==> src/rtl/toags_word_packer.sv <==
// Serial-to-parallel word packer: samples qualified bits LSB-first into WIDTH-bit
// words and buffers them in a show-ahead FIFO; words arriving while full are dropped.
module toags_word_packer #(
  parameter int unsigned WIDTH = 8,
  parameter int unsigned DEPTH = 2
) (
  input  logic                     clk,
  input  logic                     rst,
  input  logic                     bit_in,
  input  logic                     bit_en,
  input  logic                     sync_clr,
  output logic [WIDTH-1:0]         word_data,
  output logic                     word_valid,
  input  logic                     word_ready,
  output logic [$clog2(DEPTH):0]   fill,
  output logic                     overflow,
  output logic [7:0]               drop_count
);

  localparam int unsigned CNT_W  = $clog2(WIDTH);
  localparam int unsigned PTR_W  = $clog2(DEPTH);
  localparam int unsigned FILL_W = PTR_W + 1;

  logic [CNT_W-1:0]  cnt_q, cnt_d;
  logic [WIDTH-1:0]  shreg_q, shreg_d;
  logic [WIDTH-1:0]  mem_q [DEPTH];
  logic [PTR_W-1:0]  rd_q, rd_d, wr_q, wr_d;
  logic [FILL_W-1:0] fill_d;
  logic [WIDTH-1:0]  head_d, push_word;
  logic              valid_d, overflow_d;
  logic [7:0]        drop_d;
  logic              push, pop, full, push_acc, drop, mem_we;

  // Next-state logic for packer, FIFO pointers, head register and status
  always_comb begin
    cnt_d      = cnt_q;
    shreg_d    = shreg_q;
    push       = 1'b0;
    push_word  = {bit_in, shreg_q[WIDTH-2:0]};
    pop        = word_valid & word_ready;
    full       = (fill == FILL_W'(DEPTH));
    rd_d       = rd_q;
    wr_d       = wr_q;
    fill_d     = fill;
    overflow_d = overflow;
    drop_d     = drop_count;

    if (bit_en) begin
      shreg_d[cnt_q] = bit_in;
      if (cnt_q == CNT_W'(WIDTH - 1)) begin
        push  = 1'b1;
        cnt_d = '0;
      end else begin
        cnt_d = cnt_q + CNT_W'(1);
      end
    end

    // A full FIFO still accepts a word when the head leaves in the same cycle
    push_acc = push & (~full | pop);
    drop     = push & full & ~pop;
    mem_we   = push_acc & ~sync_clr;

    if (pop)      rd_d = rd_q + PTR_W'(1);
    if (push_acc) wr_d = wr_q + PTR_W'(1);

    case ({push_acc, pop})
      2'b10:   fill_d = fill + FILL_W'(1);
      2'b01:   fill_d = fill - FILL_W'(1);
      default: fill_d = fill;
    endcase

    head_d  = (push_acc && (wr_q == rd_d)) ? push_word : mem_q[rd_d];
    valid_d = (fill_d != '0);

    if (drop) begin
      overflow_d = 1'b1;
      if (drop_count != 8'hFF) drop_d = drop_count + 8'd1;
    end

    if (sync_clr) begin
      cnt_d      = '0;
      shreg_d    = '0;
      rd_d       = '0;
      wr_d       = '0;
      fill_d     = '0;
      head_d     = '0;
      valid_d    = 1'b0;
      overflow_d = 1'b0;
      drop_d     = '0;
    end
  end

  // State register
  always_ff @(posedge clk or negedge rst) begin
    if (!rst) begin
      cnt_q      <= '0;
      shreg_q    <= '0;
      rd_q       <= '0;
      wr_q       <= '0;
      fill       <= '0;
      word_data  <= '0;
      word_valid <= 1'b0;
      overflow   <= 1'b0;
      drop_count <= '0;
      for (int i = 0; i < int'(DEPTH); i++) mem_q[i] <= '0;
    end else begin
      cnt_q      <= cnt_d;
      shreg_q    <= shreg_d;
      rd_q       <= rd_d;
      wr_q       <= wr_d;
      fill       <= fill_d;
      word_data  <= head_d;
      word_valid <= valid_d;
      overflow   <= overflow_d;
      drop_count <= drop_d;
      if (sync_clr) begin
        for (int i = 0; i < int'(DEPTH); i++) mem_q[i] <= '0;
      end else if (mem_we) begin
        mem_q[wr_q] <= push_word;
      end
    end
  end

endmodule

==> config.mk <==
export PLATFORM = sky130hd
export DESIGN_NAME = toags_word_packer
export DESIGN_NICKNAME = d
export VERILOG_FILES = /design/src/rtl/toags_word_packer.sv
export SDC_FILE = /design/constraint.sdc
export NUM_CORES = 1
export LEC_CHECK = 0
export CAP_MARGIN = 25
export CORE_AREA = 2 2 72 74
export CTS_CLUSTER_SIZE = 24
export DETAILED_ROUTE_END_ITERATION = 7
export DIE_AREA = 0 0 74 76
export GPL_ROUTABILITY_DRIVEN = 0
export GPL_TIMING_DRIVEN = 0
export PLACE_DENSITY = 0.68
export RECOVER_POWER = 100
export SLEW_MARGIN = 10
export SYNTH_ARGS = -nofsm -noshare
export SYNTH_HDL_FRONTEND = slang
export SYNTH_SLANG_ARGS = --single-unit
==> constraint.sdc <==
create_clock -name clk -period 3.23 [get_ports clk]
set_input_delay 0.4845 -clock clk [delete_from_list [all_inputs] [get_ports clk]]
set_output_delay 0.4845 -clock clk [all_outputs]
set_load 0.01 [all_outputs]
## After elaboration in Yosys (flattened, before gate mapping)

Cells that the tools add are included.

| cells by class | value |
|---|---|
| bitwise operators | 11 |
| $lt $le $gt $ge | 5 |
| add/subtract/negate cells | 6 |
| reductions and logical operators | 10 |
| mux-type cells | 32 |
| eq/ne operators | 6 |

Operators with widths:

| operator | number |
|---|---|
| $mux 8 | 11 |
| $mux 16 | 2 |
| $bwmux 16 | 1 |
| $reduce_bool 2->1 | 6 |
| $mux 1 | 10 |
| $mux 3 | 3 |
| $add 8x1->8 const B | 1 |
| $bwmux 8 | 1 |
| $demux 8 s1 | 1 |
| $ne 8x8->1 const B | 1 |
| $and 1x1->1 | 5 |
| $eq 2x2->1 const B | 2 |
| $ge 2x2->1 const B | 2 |
| $lt 3x4->1 const B | 1 |
| $not 1->2 | 2 |
| $pmux 2 s2 | 1 |
| $add 3x1->3 const B | 1 |
| $demux 1 s3 | 1 |
| $eq 3x3->1 const B | 1 |
| $ge 3x1->1 const B | 1 |
| $logic_and 1x1->1 | 3 |
| $not 1->1 | 3 |
| $add 1x1->1 const B | 2 |
| $add 2x1->2 const B | 1 |
| other kinds (7) | 7 |

| word-level totals | value |
|---|---|
| input port bits | 6 |
| output and inout bits | 20 |
| word-level logic and storage cells | 81 |
| register bits after elaboration | 49 |

## Logic depth before layout (Yosys ltp)

| depth | value |
|---|---|
| depth in word-level cells | 8 |
| mapped depth | 10 |
| depth with buffers taken out | 9 |

## Worst setup path after synthesis

No wires, ideal clock.

| timing path | value |
|---|---|
| kind | register to register |
| start | reg cnt_q[1] |
| end | reg word_valid |
| clock period less this slack | 2.277 ns |
| setup time | 0.082 ns |
| required time | 3.148 ns |
| buffers on the path | 1 |
| cell stages (with the launch flop) | 10 |
| data arrival time | 2.195 ns |
| setup slack | 0.953 ns |
| cell sequence | dfrtp_1 > ha_1 > ha_1 > nand2_4 > a21oi_1 > inv_2 > clkbuf_1 > ha_1 > or3_1 > a31oi_1 |

| between the ends | value |
|---|---|
| word-level cells in the longest chain between the ends | 8 |
| elaborated cells on any way between the ends | 9 |
| those cells by class | eq/ne (3); mux (4); bitwise (1); reduce/logical (1) |

RTL lines:

| element | RTL line | text |
|---|---|---|
| from (decl) | 24 | `logic [CNT_W-1:0] cnt_q, cnt_d;` |
| from (signal assigned) | 107 | `cnt_q <= cnt_d;` |
| $eq 3x3->1 * | 50 | `if (cnt_q == CNT_W'(WIDTH - 1)) begin` |
| $mux 1 * | 50 |  |
| $mux 1 * | 48 | `if (bit_en) begin` |
| $and 1x1->1 * | 59 | `push_acc = push & (~full \| pop);` |
| $eq 2x1->1 / $eq 2x2->1 (equally long branches) | 66 | `case ({push_acc, pop})` |
| $pmux 2 s2 * | 66 |  |
| $reduce_bool 2->1 * | 73 | `valid_d = (fill_d != '0);` |
| $mux 1 * | 80 | `if (sync_clr) begin` |
| named net valid_d | 30 | `logic valid_d, overflow_d;` |
| to (signal assigned) | 113 | `word_valid <= valid_d;` |
| to (decl) | 13 | `output logic word_valid,` |

The timed path passes the listed nets; every way through them passes the cells marked *.
A chain may end at the register's enable or synchronous reset.

## Worst setup path after layout

| timing path | value |
|---|---|
| start | reg cnt_q[1] |
| end | reg mem_q[4] (netlist name) |

| between the ends | value |
|---|---|
| word-level cells in the longest chain between the ends | 6 |

RTL lines:

| element | RTL line | text |
|---|---|---|
| $eq 3x3->1 | 50 |  |
| $mux 1 | 50 |  |
| $mux 1 | 48 |  |
| $and 1x1->1 | 59 |  |
| $and 1x1->1 | 61 | `mem_we = push_acc & ~sync_clr;` |
| $reduce_bool 2->1 (no line) | - |  |
| to (signal, indexed assignment) | 119 | `mem_q[wr_q] <= push_word;` |
| to (decl) | 26 | `logic [WIDTH-1:0] mem_q [DEPTH];` |

No other way between the ends.

==> impl_metrics.toml <==
[cells_and_area]
area_growth_pct = 16.3
diodes = 0
nets = 264
drive_gt1_frac = 0.0471

[pwr]
irDropWorstVdd_mv = 0.291
switching_share = 0.234
pwr-share-seq = 0.593
switchingPower_uw = 241
powerDensity_nw_per_um2 = 381
clock_power_share = 0.365
p_leak_nw = 1.16
p_int_uw = 789
power_frac_comb = 0.042

[clock_tree]
postCtsSetupRepairBufs = 0
cts_tree = "built"
worstSkewPairLatency_ns = 0.30
cts.clk_slew.worst_paths_ns = 0.09
cts_resized = 0
ctsHoldBuffers = 0
cts.sinks = 48
htreeDepth = 2
clockRootBuffer = "clkbuf_8"
cts_buffers = 5
cts.path.max_buffers = 2

[setup_path]
crit_slowest_cell = "a211oi_1"
crit_chain = "ha_1 > ha_1 > nand2_4 > a211oi_1 > mux2i_1 > nor2_1"
start_kind = "register"
path_common_cell = "ha_1"
critPathTopFamily = "compound AO/OA/AOI/OAI gates"
cpPeakStageDelay_ns = 1.37
worstSetupPathType = "register to register"
worst-path-buf-inv = 0
worstPathArrival_ns = 3.03
critPathRequiredTime_ns = 3.40
cp-end-kind = "register"
worstPathMaxFanout = 9

[floorplan]
die_y_um = 76
floorplan.initialDensity = 0.473
ios = 26
coreArea_um2 = 4910
rows = 26
die_x_um = 74
die_area_um2 = 5620

[route]
drc = 0
wire_per_inst_um = 14.8
ant_nets = 0
drt_first_pass_iters = 4
via_per_inst = 5.55
vias = 1804
drt_iter0_markers = 147
routed_wl_um = 4820

[outcome]
outcome = "finished, violations left"
violations = "max-capacitance violations, max-slew violations"

[global_route]
antenna_found_initial = 0
grt_pass1_wl_um = 8100
grt_use_met3 = 0.0437
grt_use_total = 0.187
gr-usage-met2 = 0.269
grt_pass1_vias = 1623
grt-busiest-layer = "met1"
use_met1 = 0.276
grt_start_max_net_pins = 26
grt-ovfl-total = 0

[sta]
drv_slew = 9
skew_ns = 0.00998
period_minus_slack_ns = 2.86
finalSetupTns_ns = 0
hold_ws_ns = 0.429
rsz0062_at_grt = "no"
hold_viol = 0
fmax_mhz = 350
relSlewSlack = -0.161
tightest_slew_ns = 1.73
setup_violations = 0
fin_crit_sh = 0.885

[logic_synthesis]
ys_warn_count = 0
ys_ff_latch = 48
synth_area_leaders = "dfrtp_1 52%, mux2i_1 11%, a211oi_1 4.5%, nor2_1 3.9%, a21oi_1 3.7%"
async_reset_ff_frac = 1.00
ys.flop_type = "dfrtp_1"
syn_area_per_cell_um2 = 10.4
synth_edf_count = 0
synthesis.nets = 234
synth_top_area_cell = "dfrtp_1"
synth.distinct_cells = 38
synthCells = 224
syn_area_um2 = 2320
synth_top_area_share = 0.517
ys_seq_area_frac = 0.517

[run]
maxCapViolCount = 1

[placement]
hpwlAfterDp_um = 3370
port_buffers = 22

[hold_path]
min_path_type = "primary input to asynchronous set/reset pin"
==> final timing paths <==
path / endpoint / cells past startpoint / slack (ns) / startpoint
worst max-delay path: mem_q[4] / 6 / 0.37 / cnt_q[1]
worst min-delay path: drop_count[3] / 1 / 0.43 / rst
worst max register to register: mem_q[4] / 6 / 0.37 / cnt_q[1]
worst min register to register: overflow / 2 / 0.51 / overflow
max in group asynchronous: mem_q[15] / 2 / 1.03 / rst
min in group clk: overflow / 2 / 0.51 / overflow
==> registers in the layout, indices dropped and copies added (netlist names) <==
signal,cells
mem_q,16
drop_count,8
word_data,8
shreg_q,7
cnt_q,3
fill,2
overflow,1
rd_q,1
word_valid,1
wr_q,1
==> layout by cell type, fill, tap and decap left out, drive strengths merged, types with 3 or more instances in the layout <==
cell / n
dfrtp: 48
mux2i: 25
nor2: 24
dlygate4sd3: 21
a21oi: 17
clkbuf: 17
nand2: 16
a211oi: 15
nor3: 13
o21ai: 12
inv: 6
nand3: 4
ha: 4
or3: 4
nand2b: 3
==> logic make-up (layout without fill, tap and decap cells) <==
group | Yosys count | after routing | share of synthesized area
fa+ha+maj | 4 | 4 | 0.0215
simple gates | 81 | 81 | 0.181
buf+inv | 16 | 47 | 0.0280
mux | 25 | 25 | 0.108
compound gates | 47 | 47 | 0.126
xor+xnor | 3 | 3 | 0.0189
flops | 48 | 48 | 0.517
==> cell type report <==
class                      count  area [um^2]
sequential                    48         1200
tap                           70         87.6
buffer                        10         41.3
inverter                       6         22.5
multi-input combinational    160         1030
fill                         464         2210
timing repair buffer          23          218
clock inverter                 2         15.0
clock buffer                   6         82.6
==> synthesized netlist by cell type (3+ instances only) <==
library cell  number
clkbuf_1           6
nand2_1           14
a211oi_1          14
o21ai_0           12
nand3_1            4
mux2i_1           25
or3_1              3
dfrtp_1           48
nor2_1            24
inv_1              4
ha_1               4
nand2b_1           3
a21oi_1           17
nor3_1            13
==> per-stage QoR <==
stage / area, um^2 / power (mW) / setup WS (ns) / std cells / util
2_1_floorplan: 2320 / 0.644 / 0.953 / 224 / -
5_1_grt: 2700 / 1.07 / 0.251 / 325 / 0.550
4_1_cts: 2740 / 1.04 / 0.548 / 325 / 0.559
6_report: 2700 / 1.03 / 0.371 / 325 / 0.550
3_5_place_dp: 2650 / 0.670 / 0.392 / 317 / 0.539
3_3_place_gp: 2630 / 0.667 / 0.291 / 316 / 0.536
==> power by group through the flow <==
stage / logic [mW] / clock network, mW / registers, mW
floorplan: 0.0235 / 0 / 0.620
global placement: 0.0454 / 0 / 0.622
detailed placement: 0.0481 / 0 / 0.622
CTS: 0.0481 / 0.386 / 0.610
global route: 0.0499 / 0.411 / 0.611
finish: 0.0434 / 0.376 / 0.610
==> metal layers <==
layer | part of all wire | routed length, um
met1 | 0.48 | 2300
met2 | 0.46 | 2220
met5 | 0 | 0
met3 | 0.045 | 218
met4 | 0.018 | 85
Note: power is estimated with default switching activity, not from simulation.
